### config.mk
export PLATFORM = sky130hd
export DESIGN_NAME = lock_seq_ctrl
export DESIGN_NICKNAME = d
export VERILOG_FILES = /design/src/rtl/lock_pkg.sv /design/src/rtl/lock_timer.sv /design/src/rtl/lock_seq_ctrl.sv
export SDC_FILE = /design/constraint.sdc
export NUM_CORES = 1
export LEC_CHECK = 0
export CORE_MARGIN = 2
export CORE_UTILIZATION = 35
export CTS_CLUSTER_DIAMETER = 40
export DETAILED_ROUTE_END_ITERATION = 16
export DONT_BUFFER_PORTS = 1
export GPL_ROUTABILITY_DRIVEN = 1
export PLACE_DENSITY = 0.47
export SYNTH_ARGS = -nofsm -noshare
export SYNTH_HDL_FRONTEND = slang
export SYNTH_SLANG_ARGS = --single-unit
### constraint.sdc
create_clock -name C -period 4.8 [get_ports C]
set_input_delay 0.72 -clock C [delete_from_list [all_inputs] [get_ports C]]
set_output_delay 0.72 -clock C [all_outputs]
set_load 0.01 [all_outputs]
### src/rtl/lock_pkg.sv
// ---------------------------------------------------------------------------
// lock_pkg
// Shared types and constants for the combination-lock sequencer.
//   state_t      : controller state encoding
//   phase_t      : 4-step latch command phase counter and its named steps
//   latch_cmd_t  : command currently presented to the gated RS latch
//   latch_sr()   : maps a latch command onto the {S,R} pin pair
//   DIGIT_W      : width of one keypad digit
// ---------------------------------------------------------------------------
package lock_pkg;

  localparam int unsigned DIGIT_W = 4;

  typedef enum logic [2:0] {
    IDLE,
    ENTRY,
    CMD_SET,
    OPEN,
    CMD_CLR,
    PENALTY,
    FAULT
  } state_t;

  typedef logic [1:0] phase_t;

  localparam phase_t PH_DRIVE = 2'd0;  // S/R driven, gate closed
  localparam phase_t PH_PULSE = 2'd1;  // gate open
  localparam phase_t PH_HOLD  = 2'd2;  // gate closed, S/R still held
  localparam phase_t PH_CHECK = 2'd3;  // S/R released, read back Q

  typedef enum logic [1:0] {
    LATCH_HOLD,
    LATCH_SET,
    LATCH_CLR
  } latch_cmd_t;

  // Only one encoding per command, so S=R=1 cannot be produced.
  function automatic logic [1:0] latch_sr(input latch_cmd_t cmd);
    logic [1:0] sr;
    sr = 2'b00;
    case (cmd)
      LATCH_SET: sr = 2'b10;
      LATCH_CLR: sr = 2'b01;
      default:   sr = 2'b00;
    endcase
    return sr;
  endfunction

endpackage

### src/rtl/lock_timer.sv
// ---------------------------------------------------------------------------
// lock_timer
// Loadable down-counter that saturates at zero and flags completion.
// Shared between the lockout penalty and the optional auto-relock timeout.
//   clk      : clock, rising edge
//   rst_n    : asynchronous active-low reset
//   load     : load load_val this cycle (has priority over en)
//   load_val : value to load
//   en       : decrement by one when nonzero
//   done     : count has reached zero
// ---------------------------------------------------------------------------
module lock_timer #(
  parameter int unsigned WIDTH = 8
) (
  input  logic             clk,
  input  logic             rst_n,
  input  logic             load,
  input  logic [WIDTH-1:0] load_val,
  input  logic             en,
  output logic             done
);

  logic [WIDTH-1:0] count;

  always_ff @(posedge clk or negedge rst_n) begin
    if (!rst_n) begin
      count <= '0;
    end else if (load) begin
      count <= load_val;
    end else if (en && (count != '0)) begin
      count <= count - WIDTH'(1);
    end
  end

  assign done = (count == '0);

endmodule

### src/rtl/lock_seq_ctrl.sv
// ---------------------------------------------------------------------------
// lock_seq_ctrl
// Combination-lock sequencer. Collects DIGITS keypad digits, compares them
// with CODE and drives the S/R/EN pins of the gated RS latch holding the
// lock state, verifying each latch command through the Q_fb read-back.
//
// Optional feature macro: LOCK_AUTORELOCK_EN
//   defined   : OPEN relocks by itself after OPEN_CYCLES cycles
//   undefined : OPEN persists until lock_req
//
// Ports
//   C         : clock, rising edge
//   RSTn      : asynchronous active-low reset
//   key_valid : one-cycle strobe, key valid this cycle
//   key       : digit 0-9 (10-15 never match)
//   lock_req  : relock request level, sampled each cycle
//   Q_fb      : latch Q read-back
//   S, R, EN  : latch set / reset / gate
//   unlocked  : high in OPEN
//   lockout   : high in PENALTY
//   fault     : latch read-back failure (held until reset)
// ---------------------------------------------------------------------------
module lock_seq_ctrl
  import lock_pkg::*;
#(
  parameter int unsigned                 DIGITS         = 4,
  parameter logic [DIGITS*DIGIT_W-1:0]   CODE           = 16'h1234,
  parameter int unsigned                 MAX_TRIES      = 3,
  parameter int unsigned                 PENALTY_CYCLES = 100,
  parameter int unsigned                 OPEN_CYCLES    = 1000
) (
  input  logic               C,
  input  logic               RSTn,
  input  logic               key_valid,
  input  logic [DIGIT_W-1:0] key,
  input  logic               lock_req,
  input  logic               Q_fb,
  output logic               S,
  output logic               R,
  output logic               EN,
  output logic               unlocked,
  output logic               lockout,
  output logic               fault
);

  localparam int unsigned TRY_W  = (MAX_TRIES > 0) ? $clog2(MAX_TRIES + 1) : 1;
  localparam int unsigned DCNT_W = $clog2(DIGITS + 1);

  // The timer reloads with N-1 so that "done" falls on the N-th cycle.
  localparam int unsigned PEN_LOAD  = (PENALTY_CYCLES > 0) ? PENALTY_CYCLES - 1 : 0;
  localparam int unsigned OPEN_LOAD = (OPEN_CYCLES > 0) ? OPEN_CYCLES - 1 : 0;
  localparam int unsigned TMR_SPAN  = (PEN_LOAD > OPEN_LOAD) ? PEN_LOAD : OPEN_LOAD;
  localparam int unsigned TMR_W     = (TMR_SPAN > 0) ? $clog2(TMR_SPAN + 1) : 1;

  // FSM state
  state_t state, state_nxt;
  phase_t phase, phase_nxt;
  logic   retry, retry_nxt;

  // Datapath
  logic [DCNT_W-1:0] dig_cnt;
  logic              mismatch;
  logic [TRY_W-1:0]  tries;
  logic              cleared;

  // Control strobes from next-state logic
  logic             dig_ld;
  logic             dig_take;
  logic             tries_inc;
  logic             tries_clr;
  logic             cleared_set;
  logic             tmr_load;
  logic [TMR_W-1:0] tmr_val;
  logic             tmr_en;
  logic             tmr_done;

  // Digit comparison
  logic [DCNT_W-1:0]  dig_idx;
  logic [DIGIT_W-1:0] exp_digit;
  logic               digit_bad;

  latch_cmd_t latch_cmd;

  // -------------------------------------------------------------------------
  // Shared timer: PENALTY and OPEN never overlap.
  // -------------------------------------------------------------------------
  lock_timer #(
    .WIDTH (TMR_W)
  ) u_timer (
    .clk      (C),
    .rst_n    (RSTn),
    .load     (tmr_load),
    .load_val (tmr_val),
    .en       (tmr_en),
    .done     (tmr_done)
  );

  // -------------------------------------------------------------------------
  // Expected digit lookup; first digit lives in the MS nibble of CODE.
  // -------------------------------------------------------------------------
  assign dig_idx = dig_ld ? '0 : dig_cnt;

  always_comb begin
    exp_digit = '0;
    for (int unsigned i = 0; i < DIGITS; i++) begin
      if (dig_idx == DCNT_W'(i)) begin
        exp_digit = CODE[(DIGITS-1-i)*DIGIT_W +: DIGIT_W];
      end
    end
  end

  assign digit_bad = (key > 4'd9) || (key != exp_digit);

  // -------------------------------------------------------------------------
  // State register
  // -------------------------------------------------------------------------
  always_ff @(posedge C or negedge RSTn) begin
    if (!RSTn) begin
      state <= IDLE;
      phase <= PH_DRIVE;
      retry <= 1'b0;
    end else begin
      state <= state_nxt;
      phase <= phase_nxt;
      retry <= retry_nxt;
    end
  end

  // -------------------------------------------------------------------------
  // Next-state logic
  // -------------------------------------------------------------------------
  always_comb begin
    state_nxt   = state;
    phase_nxt   = phase;
    retry_nxt   = retry;
    dig_ld      = 1'b0;
    dig_take    = 1'b0;
    tries_inc   = 1'b0;
    tries_clr   = 1'b0;
    cleared_set = 1'b0;
    tmr_load    = 1'b0;
    tmr_val     = '0;
    tmr_en      = 1'b0;

    unique case (state)
      IDLE: begin
        // The latch is cleared once after reset before any entry is taken.
        if (!cleared) begin
          state_nxt = CMD_CLR;
          phase_nxt = PH_DRIVE;
          retry_nxt = 1'b0;
        end else if (key_valid) begin
          dig_ld    = 1'b1;
          state_nxt = ENTRY;
        end
      end

      ENTRY: begin
        if (dig_cnt == DCNT_W'(DIGITS)) begin
          // Verdict cycle: keys arriving now are dropped.
          if (!mismatch) begin
            tries_clr = 1'b1;
            state_nxt = CMD_SET;
            phase_nxt = PH_DRIVE;
            retry_nxt = 1'b0;
          end else if (tries >= TRY_W'(MAX_TRIES - 1)) begin
            tries_clr = 1'b1;
            tmr_load  = 1'b1;
            tmr_val   = TMR_W'(PEN_LOAD);
            state_nxt = PENALTY;
          end else begin
            tries_inc = 1'b1;
            state_nxt = IDLE;
          end
        end else if (key_valid) begin
          dig_take = 1'b1;
        end
      end

      CMD_SET, CMD_CLR: begin
        if (phase != PH_CHECK) begin
          phase_nxt = phase + 2'd1;
        end else if (Q_fb == (state == CMD_SET)) begin
          if (state == CMD_SET) begin
            state_nxt = OPEN;
`ifdef LOCK_AUTORELOCK_EN
            tmr_load  = 1'b1;
            tmr_val   = TMR_W'(OPEN_LOAD);
`endif
          end else begin
            cleared_set = 1'b1;
            state_nxt   = IDLE;
          end
        end else if (!retry) begin
          retry_nxt = 1'b1;
          phase_nxt = PH_DRIVE;
        end else begin
          state_nxt = FAULT;
        end
      end

      OPEN: begin
`ifdef LOCK_AUTORELOCK_EN
        tmr_en = 1'b1;
`endif
        if (lock_req) begin
          state_nxt = CMD_CLR;
          phase_nxt = PH_DRIVE;
          retry_nxt = 1'b0;
        end
`ifdef LOCK_AUTORELOCK_EN
        else if (tmr_done) begin
          state_nxt = CMD_CLR;
          phase_nxt = PH_DRIVE;
          retry_nxt = 1'b0;
        end
`endif
      end

      PENALTY: begin
        tmr_en = 1'b1;
        if (tmr_done) begin
          state_nxt = IDLE;
        end
      end

      FAULT: begin
        state_nxt = FAULT;
      end

      default: begin
        state_nxt = IDLE;
      end
    endcase
  end

  // -------------------------------------------------------------------------
  // Digit, try and startup-clear bookkeeping
  // -------------------------------------------------------------------------
  always_ff @(posedge C or negedge RSTn) begin
    if (!RSTn) begin
      dig_cnt  <= '0;
      mismatch <= 1'b0;
      tries    <= '0;
      cleared  <= 1'b0;
    end else begin
      if (dig_ld) begin
        dig_cnt  <= DCNT_W'(1);
        mismatch <= digit_bad;
      end else if (dig_take && (dig_cnt != DCNT_W'(DIGITS))) begin
        dig_cnt  <= dig_cnt + DCNT_W'(1);
        mismatch <= mismatch | digit_bad;
      end

      if (tries_clr) begin
        tries <= '0;
      end else if (tries_inc && (tries != TRY_W'(MAX_TRIES))) begin
        tries <= tries + TRY_W'(1);
      end

      if (cleared_set) begin
        cleared <= 1'b1;
      end
    end
  end

  // -------------------------------------------------------------------------
  // Outputs, decoded from registered state so reset drops them at once.
  // -------------------------------------------------------------------------
  always_comb begin
    latch_cmd = LATCH_HOLD;
    if ((state == CMD_SET) && (phase != PH_CHECK)) begin
      latch_cmd = LATCH_SET;
    end else if ((state == CMD_CLR) && (phase != PH_CHECK)) begin
      latch_cmd = LATCH_CLR;
    end

    {S, R}   = latch_sr(latch_cmd);
    EN       = (latch_cmd != LATCH_HOLD) && (phase == PH_PULSE);
    unlocked = (state == OPEN);
    lockout  = (state == PENALTY);
    fault    = (state == FAULT);
  end

endmodule

== Word level (Yosys, flattened, before mapping) ==
Cells that the tools add are included.
Word-level totals
  bits in read-only memories: 0
  word-level logic and storage cells: 132
  memories: 0
  RAM bits: 0
  latch bits: 0
  register bits after elaboration: 23
Cells by class
  add/subtract/negate cells: 4
  multiply operators: 0
  reduce and logical (&&, ||, !) cells: 20
  mux-type cells: 68
  equal/unequal tests: 29
  shift operators: 0
  bitwise logic cells: 1
  div/mod/pow operators: 0
  magnitude comparators: 2
Operator list (number)
  $mux 3: 13
  $mux 1: 30
  $mux 2: 14
  $mux 7: 4
  $mux 10: 2
  $pmux 3 s6: 1
  $ne 2x2->1 const B: 8
  $ne 3x3->1 const B: 5
  $reduce_and 7->1: 2
  $eq 3x2->1 const B: 4
  $eq 3x3->1 const B: 4
  $logic_not 10->1: 1
  $reduce_bool 10->1: 1
  $sub 10x1->10 const B: 1
  $pmux 2 s4: 1
  $reduce_bool 2->1: 4
  $eq 3x1->1 const B: 2
  $logic_and 1x1->1: 6
  $logic_not 3->1: 2
  $reduce_and 6->1: 1
  $add 2x1->2 const B: 2
  $eq 2x1->1 const B: 2
  $gt 4x4->1 const B: 1
  $mux 4: 1
  other kinds (12): 12

== Longest topological paths before layout ==
  word-level depth: 14
  mapped depth: 9
  mapped depth without buffers: 8

== Hierarchy ==
From an unflattened synthesis, not the netlist that was laid out.
Unflattened totals
  cells, all modules: 188
  area, all modules: 1671.6 µm²
By module, submodules not included
  lock_seq_ctrl: times used 1, area each 1049.8 µm², cells an instance 121, sequential area each 325.3 µm²
  lock_timer: times used 1, area each 621.8 µm², cells an instance 67, sequential area each 250.2 µm²

== Worst setup path after synthesis ==
No wires, ideal clock.
  path type: flip-flop to flip-flop
  start: register state[1]
  end: register state[1]
  setup time: 139 ps
  stages on the path, launching flop included: 9
  setup slack: 2408 ps
  arrival time: 2253 ps
  path buffers: 1
  data required time: 4661 ps
  cell sequence: dfrtp_1 > clkbuf_1 > nand3_1 > ha_1 > nand2b_1 > a221o_1 > nand3_2 > nor3b_1 > or4b_1
Between the ends
  longest elaborated chain between the ends: 5
RTL lines
  start, declared: line lock_seq_ctrl.sv:56  | state_t state, state_nxt;
  start signal, assigned: line lock_seq_ctrl.sv:123  | state <= state_nxt;
  $eq 3x2->1: line lock_seq_ctrl.sv:145, lock_seq_ctrl.sv:183, lock_seq_ctrl.sv:184
  $mux 2 or $eq 1x1->1 (tied branches): line lock_seq_ctrl.sv:184, lock_seq_ctrl.sv:183
  $mux 3: line lock_seq_ctrl.sv:183  | end else if (Q_fb == (state == CMD_SET)) begin
  $mux 3: line lock_seq_ctrl.sv:181  | if (phase != PH_CHECK) begin
  $pmux 3 s6: line lock_seq_ctrl.sv:145  | unique case (state)
Several ways; a longest one is shown, not always the timed one. The select of a mux whose other input is x is not followed.
A chain may end at the register's enable or synchronous reset.

== Worst setup path after layout ==
  start: register state[1]
  end: output port EN
Between the ends
  longest elaborated chain between the ends: 6
RTL lines
  $eq 3x3->1: line lock_seq_ctrl.sv:274  | end else if ((state == CMD_CLR) && (phase != PH_CHECK)) begin
  $logic_and 1x1->1: line lock_seq_ctrl.sv:274
  $mux 2: line lock_seq_ctrl.sv:274
  $mux 2 *: line lock_seq_ctrl.sv:272  | if ((state == CMD_SET) && (phase != PH_CHECK)) begin
  $reduce_bool 2->1 *: line lock_seq_ctrl.sv:279  | EN = (latch_cmd != LATCH_HOLD) && (phase == PH_PULSE);
  $logic_and 1x1->1 *: line lock_seq_ctrl.sv:279
  end, declared: line lock_seq_ctrl.sv:40  | output logic EN,
Mark *: on every way between the ends. The rest lies on a longest branch, timed or not.

==> metrics <==
Top-Level Pins=15; Final Worst Setup Slack=2.01 ns; RSZ-0062 raised after global routing=no; number of vias per cell=5.50; CP max FO=17; Tmin final=about 2.8 ns; f_max=~360 MHz; depth of the most critical reg-to-reg path=8; Netlist cell types=51; Post-synth EDFFs=0; PostCTS Resize Cnt=0; Total Wirelength=approximately 3300 µm; worst skew pair latency=between 0.2 and 0.3 ns; multi-input logic area=between 900 and 1000 µm²; CTS Buf Count=3; kind of critical path=flop to primary output; Syn Inst Count=roughly 180; most frequent cells in the layout=dfrtp_1, nand2_1, nor2_1, inv_1, ha_1; Die Wd=approximately 70 µm; Main synth FF type=dfrtp_1; Netlist Area Pre-Place=between 1500 and 2000 µm²; DRT iter0 DRCs=42; core region area=between 4000 and 5000 µm²; clock skew=about 0.0054 ns; diode count=0; port buffer count=0; max_cap viols=0; via count=about 1200; Reg clk slew, reported paths=0.09 ns; DP Worst Slack=2.26 ns; Tcrit/Tclk final=roughly three fifths; TritonCTS clock tree=yes; TNS Setup=0 ns; total track usage=14.1%; root buffer cell=clkbuf_8; Layout Nets=195; CP Data Required Time=roughly 4.1 ns; post-route ant nets=0; CP Data Arrival Time=2.07 ns; Max Root-Sink Buffers=2; R2R setup slack=roughly 2.2 ns; FF-to-FF Start=state[2]; status=finished, final reports clean; CTS H-tree depth=1; reg-to-reg critical path endpoint=state[1]; Die Y=about 71 µm; drt pass-1 iters=4; area grow syn2layout=4.99%; DRC violations left=0; CTS Hold Bufs=0; Max Slew Vio Count=0; commonest non-fill, non-tap cell in the layout=dfrtp_1; final RePlAce weighted congestion=between 0.8 and 0.9; worst slew pin tran=~0.6 ns; Synth Warn #=0; fin util=about two fifths; share of flip-flops with an asynchronous set or reset=between 90% and 100%; PD cells=slightly below 200 nW/µm²; synthesized flop and latch total=23; die area=5060 µm²; worst setup path startpoint=state[1]; # setup viols final=0; clk sinks=23; FILL cells=between 400 and 500; average wire per standard cell=about 15 µm; initial antenna violation count=0; Reg area=~580 µm²; Worst IR Drop VDD=0.000107 V; global-route wire length before repair=around 5700 µm; initial core utilization=between 30% and 40%; Synth Net Count=around 200; pin count of the biggest net entering global routing=24; crit path capture type=primary output; Post-CTS Repair Setup Buffers=0; num rows=24; Synth Area per Inst=between 8 and 9 µm²; layout cell share with drive strength beyond 1=6.90%; Fin. Hold Viols=0; Hold Crit Class=input port to async pin; Worst setup SP type=flop; Congestion Overflow GR=0; relative slew slack=roughly three fifths; Lkg Pwr=0.761 nW; vias in the first global route=1182; half-perimeter wire length after placement=2430 µm; Seq/Total Area, Yosys=~36%
[critical path, stage by stage (launching register included)]
cell,delay (ns)
dfrtp_1,0.70
nand2b_1,0.22
nor3_1,0.49
nor2_1,0.15
nor2b_1,0.24
[Yosys cell counts (all sizes together), types with 5 or more instances]
| cell | instances | area (µm²) |
|---|---|---|
| a21oi | 5 | 25.0 |
| dfrtp | 23 | 576 |
| ha | 11 | 138 |
| inv | 11 | 41.3 |
| nand2 | 19 | 71.3 |
| nand2b | 6 | 45.0 |
| nand3 | 6 | 35.0 |
| nor2 | 15 | 56.3 |
| nor3 | 6 | 30.0 |
| o21ai | 12 | 60.1 |
| xnor2 | 6 | 52.6 |
[per-stage QoR]
step | power (mW) | hold slack [ns] | instances | cell area (µm²)
final | 0.324 | 0.132 | 226 | 1660
after global routing | 0.338 | 0.113 | 226 | 1660
after CTS | 0.331 | 0.123 | 226 | 1660
after detailed placement | 0.202 | 0.425 | 222 | 1610
after global placement | 0.201 | 0.425 | 222 | 1610
after floorplan | 0.201 | 0.424 | 176 | 1580
[kinds of logic after synthesis]
group,count (synthesis),synth area share [%]
xor+xnor,8,4.44
buf+inv,17,4.68
simple gates,77,27.7
mux,3,1.98
flops,23,36.4
fa+ha+maj,11,8.72
compound gates,37,16.0
[area by class of cell]
cell class              count  area share [%]
flip-flops and latches     23            34.7
well taps                  52            3.92
clock inverters             1           0.302
clock buffers               3            2.49
inverters                  11            2.49
multi-input cells         136            56.1
[report_power, final]
part | leakage [nW] | internal, mW | switching (mW) | total, mW
clock network | 0.0255 | 0.0581 | 0.0684 | 0.126
logic | 0.435 | 0.00202 | 0.00210 | 0.00412
registers | 0.301 | 0.194 | 0 | 0.194
total | 0.761 | 0.254 | 0.0705 | 0.324
[flip-flops by register name, summed over array words and instances, names as in the netlist]
| name | flops |
|---|---|
| mismatch | 1 |
| tries | 2 |
| dig_cnt | 3 |
| phase | 2 |
| cleared | 1 |
| retry | 1 |
| state | 3 |
| u_timer.count | 10 |
[per-layer routing]
metal	part of all wire, %	vias to the layer above	global-route usage, %
li1	-	626	-
met5	0	-	0
met1	48	595	19.8
met4	0.61	0	3.98
met3	3.7	2	3.56
met2	48	20	21.4
[worst max-delay path by stage]
stage,slack (ns),cells after the start,endpoint
2_1_floorplan,2.41,8,state[1]
3_3_place_gp,2.30,8,state[1]
3_5_place_dp,2.26,8,state[1]
4_1_cts,2.01,4,EN
5_1_grt,1.84,4,EN
6_report,2.01,4,EN
No activity file was read; power rests on OpenSTA's default activity.
